===== config.mk =====
export PLATFORM = sky130hd
export DESIGN_NAME = memory_port_arbiter
export DESIGN_NICKNAME = d
export VERILOG_FILES = /design/src/rtl/memory_port_arbiter.sv
export SDC_FILE = /design/constraint.sdc
export NUM_CORES = 1
export LEC_CHECK = 0
export CAP_MARGIN = 15
export CORE_MARGIN = 3
export CORE_UTILIZATION = 38
export CTS_BUF_LIST = sky130_fd_sc_hd__clkbuf_8
export DETAILED_ROUTE_END_ITERATION = 10
export PLACE_DENSITY_LB_ADDON = 0.25
export SLEW_MARGIN = 5
export SYNTH_ARGS = -nofsm -noshare
export SYNTH_HDL_FRONTEND = slang
export SYNTH_SLANG_ARGS = --single-unit

===== constraint.sdc =====
create_clock -name clk1 -period 2 [get_ports clk1]
set_clock_uncertainty 0.15 [all_clocks]
set_input_delay 0.2 -clock clk1 [delete_from_list [all_inputs] [get_ports clk1]]
set_output_delay 0.2 -clock clk1 [all_outputs]
set_load 0.05 [all_outputs]

===== src/rtl/memory_port_arbiter.sv =====
// -----------------------------------------------------------------------------
// memory_port_arbiter
//
// Shares one single-outstanding memory port between three requesters:
// instruction fetch (i), data access (d) and debug (x). One transaction at a
// time walks IDLE -> ISSUE -> WAIT -> DONE -> IDLE, so back-to-back
// transactions are always separated by at least one dead cycle.
//
// Build option:
//   MEM_ARB_ROUND_ROBIN_EN  defined   : rotating priority i -> d -> x -> i.
//                                       The requester served last becomes
//                                       lowest priority.
//                           undefined : fixed priority x > d > i, and no
//                                       pointer register exists.
//
// Parameter:
//   TIMEOUT_CYC  WAIT cycles allowed before the access is aborted (1..255).
//
// Ports (all outputs are registered):
//   clk1                 single clock, rising edge
//   start                synchronous active-high reset
//   req_i, addr_i        fetch request / address (fetches never write)
//   req_d, we_d, addr_d, wdata_d   data-port request and fields
//   req_x, we_x, addr_x, wdata_x   debug-port request and fields
//   gnt[2:0]             one-hot grant {x,d,i}, high from ISSUE through WAIT
//   rvalid[2:0]          one-cycle completion pulse {x,d,i}
//   err[2:0]             one-cycle timeout pulse {x,d,i}
//   rdata[31:0]          read data of the last completed read
//   mem_en, mem_we, mem_addr, mem_wdata   memory strobe and fields (ISSUE only)
//   mem_rdy, mem_rdata   memory completion / read data (sampled in WAIT only)
//   busy                 high whenever the FSM is not in IDLE
//   state_dbg[1:0]       current FSM state (0 IDLE, 1 ISSUE, 2 WAIT, 3 DONE)
//
// Handshake: a requester raises req with its fields stable and keeps them
// until it sees its own rvalid or err bit. A req is only sampled in IDLE, so
// a req that rises and falls while another transaction is running is never
// granted, and dropping req after the grant does not cancel the access. On
// the memory side mem_en is a single-cycle command strobe; the memory answers
// with mem_rdy (plus mem_rdata for reads) at any later cycle, and mem_rdy
// seen during the strobe cycle itself is ignored.
// -----------------------------------------------------------------------------
module memory_port_arbiter #(
   parameter int TIMEOUT_CYC = 15
) (
   input  logic        clk1,
   input  logic        start,
   input  logic        req_i,
   input  logic [15:0] addr_i,
   input  logic        req_d,
   input  logic        we_d,
   input  logic [15:0] addr_d,
   input  logic [31:0] wdata_d,
   input  logic        req_x,
   input  logic        we_x,
   input  logic [15:0] addr_x,
   input  logic [31:0] wdata_x,
   output logic [2:0]  gnt,
   output logic [2:0]  rvalid,
   output logic [2:0]  err,
   output logic [31:0] rdata,
   output logic        mem_en,
   output logic        mem_we,
   output logic [15:0] mem_addr,
   output logic [31:0] mem_wdata,
   input  logic        mem_rdy,
   input  logic [31:0] mem_rdata,
   output logic        busy,
   output logic [1:0]  state_dbg
);

   typedef enum logic [1:0] {
      S_IDLE  = 2'd0,
      S_ISSUE = 2'd1,
      S_WAIT  = 2'd2,
      S_DONE  = 2'd3
   } state_t;

   // The counter runs 0..TIMEOUT_CYC-1 across the WAIT cycles; the abort
   // fires at the end of the WAIT cycle in which it holds this value.
   localparam logic [7:0] TO_LAST = 8'(TIMEOUT_CYC - 1);

   state_t      state, state_n;
   logic [2:0]  gnt_n, rvalid_n, err_n;
   logic [31:0] rdata_n;
   logic        mem_en_n, mem_we_n;
   logic [15:0] mem_addr_n;
   logic [31:0] mem_wdata_n;
   logic        busy_n;
   logic        lat_we, lat_we_n;
   logic [7:0]  wait_cnt, wait_cnt_n;
   logic        finish;

   // Arbitration result and the winner's fields.
   logic [2:0]  win;
   logic [15:0] sel_addr;
   logic        sel_we;
   logic [31:0] sel_wdata;

`ifdef MEM_ARB_ROUND_ROBIN_EN
   // Index of the highest-priority requester: 0 = i, 1 = d, 2 = x.
   logic [1:0]  rr_ptr, rr_ptr_n;
`endif

   // --------------------------------------------------------------------------
   // Winner selection (only consumed in IDLE)
   // --------------------------------------------------------------------------
   always_comb begin
      win = 3'b000;
`ifdef MEM_ARB_ROUND_ROBIN_EN
      case (rr_ptr)
         2'd0: begin
            if (req_i)      win = 3'b001;
            else if (req_d) win = 3'b010;
            else if (req_x) win = 3'b100;
         end
         2'd1: begin
            if (req_d)      win = 3'b010;
            else if (req_x) win = 3'b100;
            else if (req_i) win = 3'b001;
         end
         default: begin
            if (req_x)      win = 3'b100;
            else if (req_i) win = 3'b001;
            else if (req_d) win = 3'b010;
         end
      endcase
`else
      if (req_x)      win = 3'b100;
      else if (req_d) win = 3'b010;
      else if (req_i) win = 3'b001;
`endif
   end

   // Fetches are always reads and carry no write data.
   always_comb begin
      sel_addr  = addr_i;
      sel_we    = 1'b0;
      sel_wdata = 32'h0;
      if (win[2]) begin
         sel_addr  = addr_x;
         sel_we    = we_x;
         sel_wdata = wdata_x;
      end else if (win[1]) begin
         sel_addr  = addr_d;
         sel_we    = we_d;
         sel_wdata = wdata_d;
      end
   end

   // --------------------------------------------------------------------------
   // Next-state and next-output logic
   // --------------------------------------------------------------------------
   always_comb begin
      state_n     = state;
      gnt_n       = gnt;
      rvalid_n    = 3'b000;
      err_n       = 3'b000;
      rdata_n     = rdata;
      mem_en_n    = 1'b0;
      mem_we_n    = 1'b0;
      mem_addr_n  = 16'h0;
      mem_wdata_n = 32'h0;
      lat_we_n    = lat_we;
      wait_cnt_n  = wait_cnt;
      finish      = 1'b0;
`ifdef MEM_ARB_ROUND_ROBIN_EN
      rr_ptr_n    = rr_ptr;
`endif

      case (state)
         S_IDLE: begin
            if (win != 3'b000) begin
               state_n     = S_ISSUE;
               gnt_n       = win;
               lat_we_n    = sel_we;
               // The command fields are loaded here so that they are on
               // the memory bus for exactly the ISSUE cycle.
               mem_en_n    = 1'b1;
               mem_we_n    = sel_we;
               mem_addr_n  = sel_addr;
               mem_wdata_n = sel_wdata;
            end
         end

         S_ISSUE: begin
            state_n    = S_WAIT;
            wait_cnt_n = 8'h0;
         end

         S_WAIT: begin
            // mem_rdy is tested first so a response arriving on the timeout
            // cycle still completes normally.
            if (mem_rdy) begin
               rvalid_n = gnt;
               if (!lat_we) rdata_n = mem_rdata;
               finish   = 1'b1;
            end else if (wait_cnt == TO_LAST) begin
               err_n  = gnt;
               finish = 1'b1;
            end else begin
               wait_cnt_n = wait_cnt + 8'h1;
            end
         end

         S_DONE: begin
            state_n = S_IDLE;
         end

         default: begin
            state_n = S_IDLE;
         end
      endcase

      if (finish) begin
         state_n = S_DONE;
         gnt_n   = 3'b000;
`ifdef MEM_ARB_ROUND_ROBIN_EN
         // The requester after the one just served moves to the top.
         if (gnt[0])      rr_ptr_n = 2'd1;
         else if (gnt[1]) rr_ptr_n = 2'd2;
         else             rr_ptr_n = 2'd0;
`endif
      end

      busy_n = (state_n != S_IDLE);
   end

   // --------------------------------------------------------------------------
   // State and output registers
   // --------------------------------------------------------------------------
   always_ff @(posedge clk1) begin
      if (start) begin
         state     <= S_IDLE;
         gnt       <= 3'b000;
         rvalid    <= 3'b000;
         err       <= 3'b000;
         rdata     <= 32'h0;
         mem_en    <= 1'b0;
         mem_we    <= 1'b0;
         mem_addr  <= 16'h0;
         mem_wdata <= 32'h0;
         busy      <= 1'b0;
         lat_we    <= 1'b0;
         wait_cnt  <= 8'h0;
`ifdef MEM_ARB_ROUND_ROBIN_EN
         rr_ptr    <= 2'd0;
`endif
      end else begin
         state     <= state_n;
         gnt       <= gnt_n;
         rvalid    <= rvalid_n;
         err       <= err_n;
         rdata     <= rdata_n;
         mem_en    <= mem_en_n;
         mem_we    <= mem_we_n;
         mem_addr  <= mem_addr_n;
         mem_wdata <= mem_wdata_n;
         busy      <= busy_n;
         lat_we    <= lat_we_n;
         wait_cnt  <= wait_cnt_n;
`ifdef MEM_ARB_ROUND_ROBIN_EN
         rr_ptr    <= rr_ptr_n;
`endif
      end
   end

   assign state_dbg = state;

endmodule


==> flow_summary.json <==
{
  "status": "finished clean",
  "clk_pin_slew_ns": 0.10,
  "die_h_um": 109,
  "synth_flop_cell": "dfxtp_1",
  "antenna_found_initial": 0,
  "critPathSlowestCell": "clkdlybuf4s50_1",
  "grt_use_total_pct": 21.4,
  "slew_violations": 0,
  "route.detailed.drc": 0,
  "cts_buffers": 9,
  "fmax_mhz": 518,
  "hp-start": "req_d",
  "crit_path_max_fanout": 4,
  "initial_core_util_pct": 40.1,
  "post-dp-hpwl_um": 9990,
  "holdPathEnd": "gnt[2]$_SDFFE_PP0P_",
  "cts_tree": "built",
  "synth.net_count": 666,
  "io_pins": 246,
  "whs_ns": 0.171,
  "hold_viol": 0,
  "p_leak_nw": 2.66,
  "grt_max_degree": 101,
  "syn_to_final_growth_pct": 69.9,
  "reg2reg_depth": 5,
  "finalCriticalPeriod_ns": 1.93,
  "cts_root_buf": "clkbuf_8",
  "gp_congestion": 0.780,
  "h-tree-depth": 3,
  "die-area_um2": 11900,
  "portBuffers": 245,
  "cts_resized": 0,
  "dp.cells": 862,
  "fin_cells": 878,
  "peakVddDrop_mv": 0.416,
  "syn_area_um2": 4030,
  "p_per_area_nw_per_um2": 933,
  "avgSynthCellArea_um2": 7.91,
  "tns_ns": 0,
  "clock-sinks": 103,
  "fp-row-count": 36,
  "max_slew_margin_pct": 62.0,
  "met3_usage_pct": 9.12,
  "worst_pin_slew_ns": 0.568,
  "p_sw_w": 0.00247,
  "met2_usage_pct": 39.6,
  "finalCritPeriodShare_pct": 96.6,
  "drtIter0Drc": 236,
  "cts_setup_buffers": 0,
  "die_x_um": 109,
  "rsz0062_at_grt": "no",
  "required_ns": 1.65,
  "pwr-share-clk_pct": 20.2,
  "synth-async-reset-ratio_pct": 0,
  "clockBufferDepth": 2,
  "layout.nets": 897,
  "antenna_cells": 0,
  "seqPwrFrac_pct": 38.1,
  "synth_cells": 509,
  "wl_per_cell_um": 14.7,
  "clkLatencyLatePin_ns": 0.35,
  "end_kind": "output port",
  "top_usage_layer": "met2",
  "ant_nets": 0,
  "cp_data_arrival_time_ns": 1.58,
  "crit_type": "flop to output port",
  "synth-edff-count": 0,
  "vias": 4190,
  "startpoint_type": "flop",
  "core_um2": 10000,
  "drt-total-wl_um": 12900,
  "grt_pass1_vias": 4220,
  "r2r-end": "wait_cnt[1]$_SDFFE_PP0P_",
  "drv_cap": 0,
  "use_met1_pct": 21.4,
  "reg2reg_from": "wait_cnt[1]$_SDFFE_PP0P_",
  "yosys_warnings": 0,
  "internal-power_w": 0.00391,
  "switching_share_pct": 38.6,
  "total_power_w": 0.00638,
  "overflow": 0,
  "ys_ff_latch": 103,
  "slowest_delay_ns": 0.83,
  "dr.pass1.iters": 4,
  "postCtsHoldBufs": 0,
  "finalSetupViolations": 0,
  "final_layout_size_suffix_gt1_share_pct": 5.77,
  "worst-path-buf-inv": 1,
  "min_delay_path_depth": 4,
  "ys_types": 36,
  "seq_area_frac_synth_pct": 51.2,
  "critPathTopFamily": "buffers and inverters",
  "combPwrFrac_pct": 41.7,
  "via_per_inst": 4.77,
  "path_cells": "clkdlybuf4s50_1",
  "hold_class": "primary input to flop",
  "grt_pass1_wl_um": 19800,
  "ff2ff_setup_slack_ns": 0.12
}
[sequential cells by signal, summed over array words and instances (netlist names), 2 cells and up]
register and cells:
wait_cnt 8, gnt 3, rdata 32, state_dbg 2
err 3, mem_addr 16, mem_wdata 32, rvalid 3
[per-stage QoR]
step	utilization (%)	worst slack (ns)	area, um^2
after floorplan	-	-0.0759	4030
after global placement	66.1	0.169	6640
after detailed placement	66.1	0.140	6640
after CTS	68.0	0.0285	6830
after global routing	68.1	0.00187	6840
final	68.1	0.0689	6840
[area by class of cell]
cell class / count / area (um^2)
inverters: 8 / 30.0
flip-flops and latches: 103 / 2060
clock inverters: 7 / 71.3
multi-input cells: 360 / 1780
fillers: 834 / 3200
well taps: 133 / 166
clock buffers: 9 / 124
repair buffers: 258 / 2610
[layer usage]
layer	up-vias	part of all wire (%)
met1	1883	35
met3	17	11
met4	0	2.0
li1	2125	-
met2	165	51
met5	-	0
[worst max-delay path by stage]
stage / depth (start not counted) / slack, ns / to / startpoint
final: 1 / 0.07 / gnt[1] / gnt[1]$_SDFFE_PP0P_
after global placement: 5 / 0.17 / wait_cnt[4]$_SDFFE_PP0P_ / mem_rdy
after floorplan: 7 / -0.08 / wait_cnt[4]$_SDFFE_PP0P_ / state_dbg[0]$_SDFF_PP0_
after global routing: 5 / 0.002 / wait_cnt[1]$_SDFFE_PP0P_ / wait_cnt[1]$_SDFFE_PP0P_
after CTS: 1 / 0.03 / gnt[0] / gnt[0]$_SDFFE_PP0P_
after detailed placement: 5 / 0.14 / wait_cnt[1]$_SDFFE_PP0P_ / wait_cnt[1]$_SDFFE_PP0P_
[layout by cell type (no fill, tap or decap), types with 2 or more instances in the layout]
cell type,instances
clkdlybuf4s50_1,240
nor2_1,106
dfxtp_1,101
nand2_1,100
a21oi_1,84
mux2i_1,16
inv_1,9
clkbuf_8,9
buf_4,9
ha_1,5
buf_12,5
and3_2,4
o2111ai_1,4
o21ai_0,4
a22oi_1,4
xor2_1,3
nor3b_1,3
or3_1,2
nor4b_1,2
nor2b_1,2
o31ai_1,2
nor3_1,2
inv_6,2
clkinvlp_4,2
buf_2,2
dlymetal6s2s_1,2
dfxtp_2,2
[logic make-up after synthesis]
kind of cell | count (synthesis) | share of synthesized area (%)
simple gates | 232 | 23.7
compound gates | 104 | 14.1
flops | 103 | 51.2
buf+inv | 46 | 4.85
mux | 16 | 3.98
fa+ha+maj | 5 | 1.55
xor+xnor | 3 | 0.653
[power by group through the flow]
stage | registers (W) | clock network, W | logic [W]
after floorplan | 0.00337 | 0 | 0.000694
after global placement | 0.00247 | 0 | 0.00263
after detailed placement | 0.00248 | 0 | 0.00267
after CTS | 0.00243 | 0.00133 | 0.00268
after global routing | 0.00246 | 0.00142 | 0.00285
final | 0.00243 | 0.00129 | 0.00266
[cell usage after synthesis (2+ instances only)]
library cell / n / area, um^2
nor2_1: 107 / 402
dfxtp_1: 103 / 2060
nand2_1: 100 / 375
a21oi_1: 84 / 420
clkbuf_1: 19 / 71.3
mux2i_1: 16 / 160
buf_2: 12 / 60.1
inv_1: 8 / 30.0
buf_1: 6 / 22.5
ha_1: 5 / 62.6
a22oi_1: 4 / 30.0
and3_2: 4 / 30.0
o2111ai_1: 4 / 35.0
o21ai_0: 4 / 20.0
nor3b_1: 3 / 22.5
xor2_1: 3 / 26.3
nand3_1: 2 / 10.0
nor2b_1: 2 / 12.5
nor3_1: 2 / 10.0
nor4b_1: 2 / 17.5
o31ai_1: 2 / 15.0
or2_2: 2 / 12.5
or3_1: 2 / 12.5
No activity file was read; power rests on OpenSTA's default activity.
==> edit (same settings) <==
The option `MEM_ARB_ROUND_ROBIN_EN` is turned on by a define.
--- a/src/rtl/memory_port_arbiter.sv
+++ b/src/rtl/memory_port_arbiter.sv
@@ -39,6 +39,8 @@
 // with mem_rdy (plus mem_rdata for reads) at any later cycle, and mem_rdy
 // seen during the strobe cycle itself is ignored.
 // -----------------------------------------------------------------------------
+`define MEM_ARB_ROUND_ROBIN_EN
+
 module memory_port_arbiter #(
    parameter int TIMEOUT_CYC = 15
 ) (
Check against the original RTL: not equivalent (Yosys sat finds a counterexample within 4 cycles, from zero or initial values).
==> edit against the original RTL <==
  * Die area fell by 0.29%
  * Count of clock-buffer cells in the layout unchanged
  * Worst setup slack got worse by 0.012 ns
  * Synthesized area fell by 0.31%
  * Combinational power down 7%
  * Core utilization increased by 0.13 points
  * Global-route usage grew 1.6 points
  * Fmax down 0.60%
  * Total power fell by 1.5%
  * Register-to-register slack improved by 0.03 ns
  * Sequential cell count is 2 higher
  * Critical endpoint is now gnt[2]
  * Wire length increased by 9.0%
  * Design area fell by 0.26%
==> edit: results (changes against the original RTL) <==
[global_route]
grt_pass1_vias = 4039  ; -4.3%
grt_util_met2 = 0.405  ; +0.00951
grt_max_degree = 33  ; -67%

[place]
dp_hpwl_mm = 10.8  ; +8.2%
dp_slack_ns = 0.0134  ; -0.127 ns
gp_congestion = 0.806  ; +3.4%

[worst_setup_path]
r2r_setup_slack_ns = 0.15  ; +0.03 ns
worstSetupEndpoint = gnt[2]
startpoint = gnt[2]

[synth]
synth_area_leaders = dfxtp_1 (52%), nand2_1 (9.5%), a22oi_1 (6.4%)
syn_nets = 618  ; -7.2%

[route]
wl_met1_mm = 5.23  ; +14%
met2WireLength_mm = 7.01  ; +5.6%
wl_met3_mm = 1.51  ; +3.2%
drt-wirelength-per-cell_um = 16.8  ; +14%

[status]
status = complete, no violations

[sta]
worst_slew_pin_slew_ns = 0.571  ; +0.00318 ns
post-route-period-util = 0.971  ; +0.00584

[cells_and_area]
num-nonclk-inverters = 5  ; -3
multi_input_area_share = 0.251  ; -0.00942
clock_tree_area_fraction = 0.0293  ; +0.000807
multi_input_gates = 318  ; -12%

[power]
ir_worst_vdd_v = 0.000537  ; +29%
pwr-share-seq = 0.388  ; +0.007
p_switching_mw = 2.40  ; -2.7%
p_sw_frac = 0.382  ; -0.00463

## edit: cell types whose count changed after synthesis, moves of 6 or more
cell / unedited run / this run
nor2_1: 107 / 39
a21oi_1: 84 / 35
a22oi_1: 4 / 34
a31oi_1: 0 / 18
mux2i_1: 16 / 2
clkbuf_1: 19 / 9
nand2b_1: 0 / 8
o21ai_1: 1 / 9
and2_1: 0 / 7
buf_1: 6 / 0
nor3_1: 2 / 8
## edit: cell families (layout without fill, tap and decap cells)
kind of cell	Yosys count	after routing	share of synthesized area
buf+inv	38	282	0.0517
fa+ha+maj	5	5	0.0156
xor+xnor	3	3	0.00655
mux	2	2	0.00499
compound gates	126	126	0.203
flops	105	105	0.524
simple gates	182	182	0.195
## edit: metrics by stage
step	util	cells	area, sq um	hold slack, ns
floorplan	-	461	4020	0.186
global placement	0.662	822	6620	0.291
detailed placement	0.662	822	6620	0.297
CTS	0.682	838	6820	0.000172
global route	0.682	838	6820	0.0393
finish	0.682	838	6820	0.0119
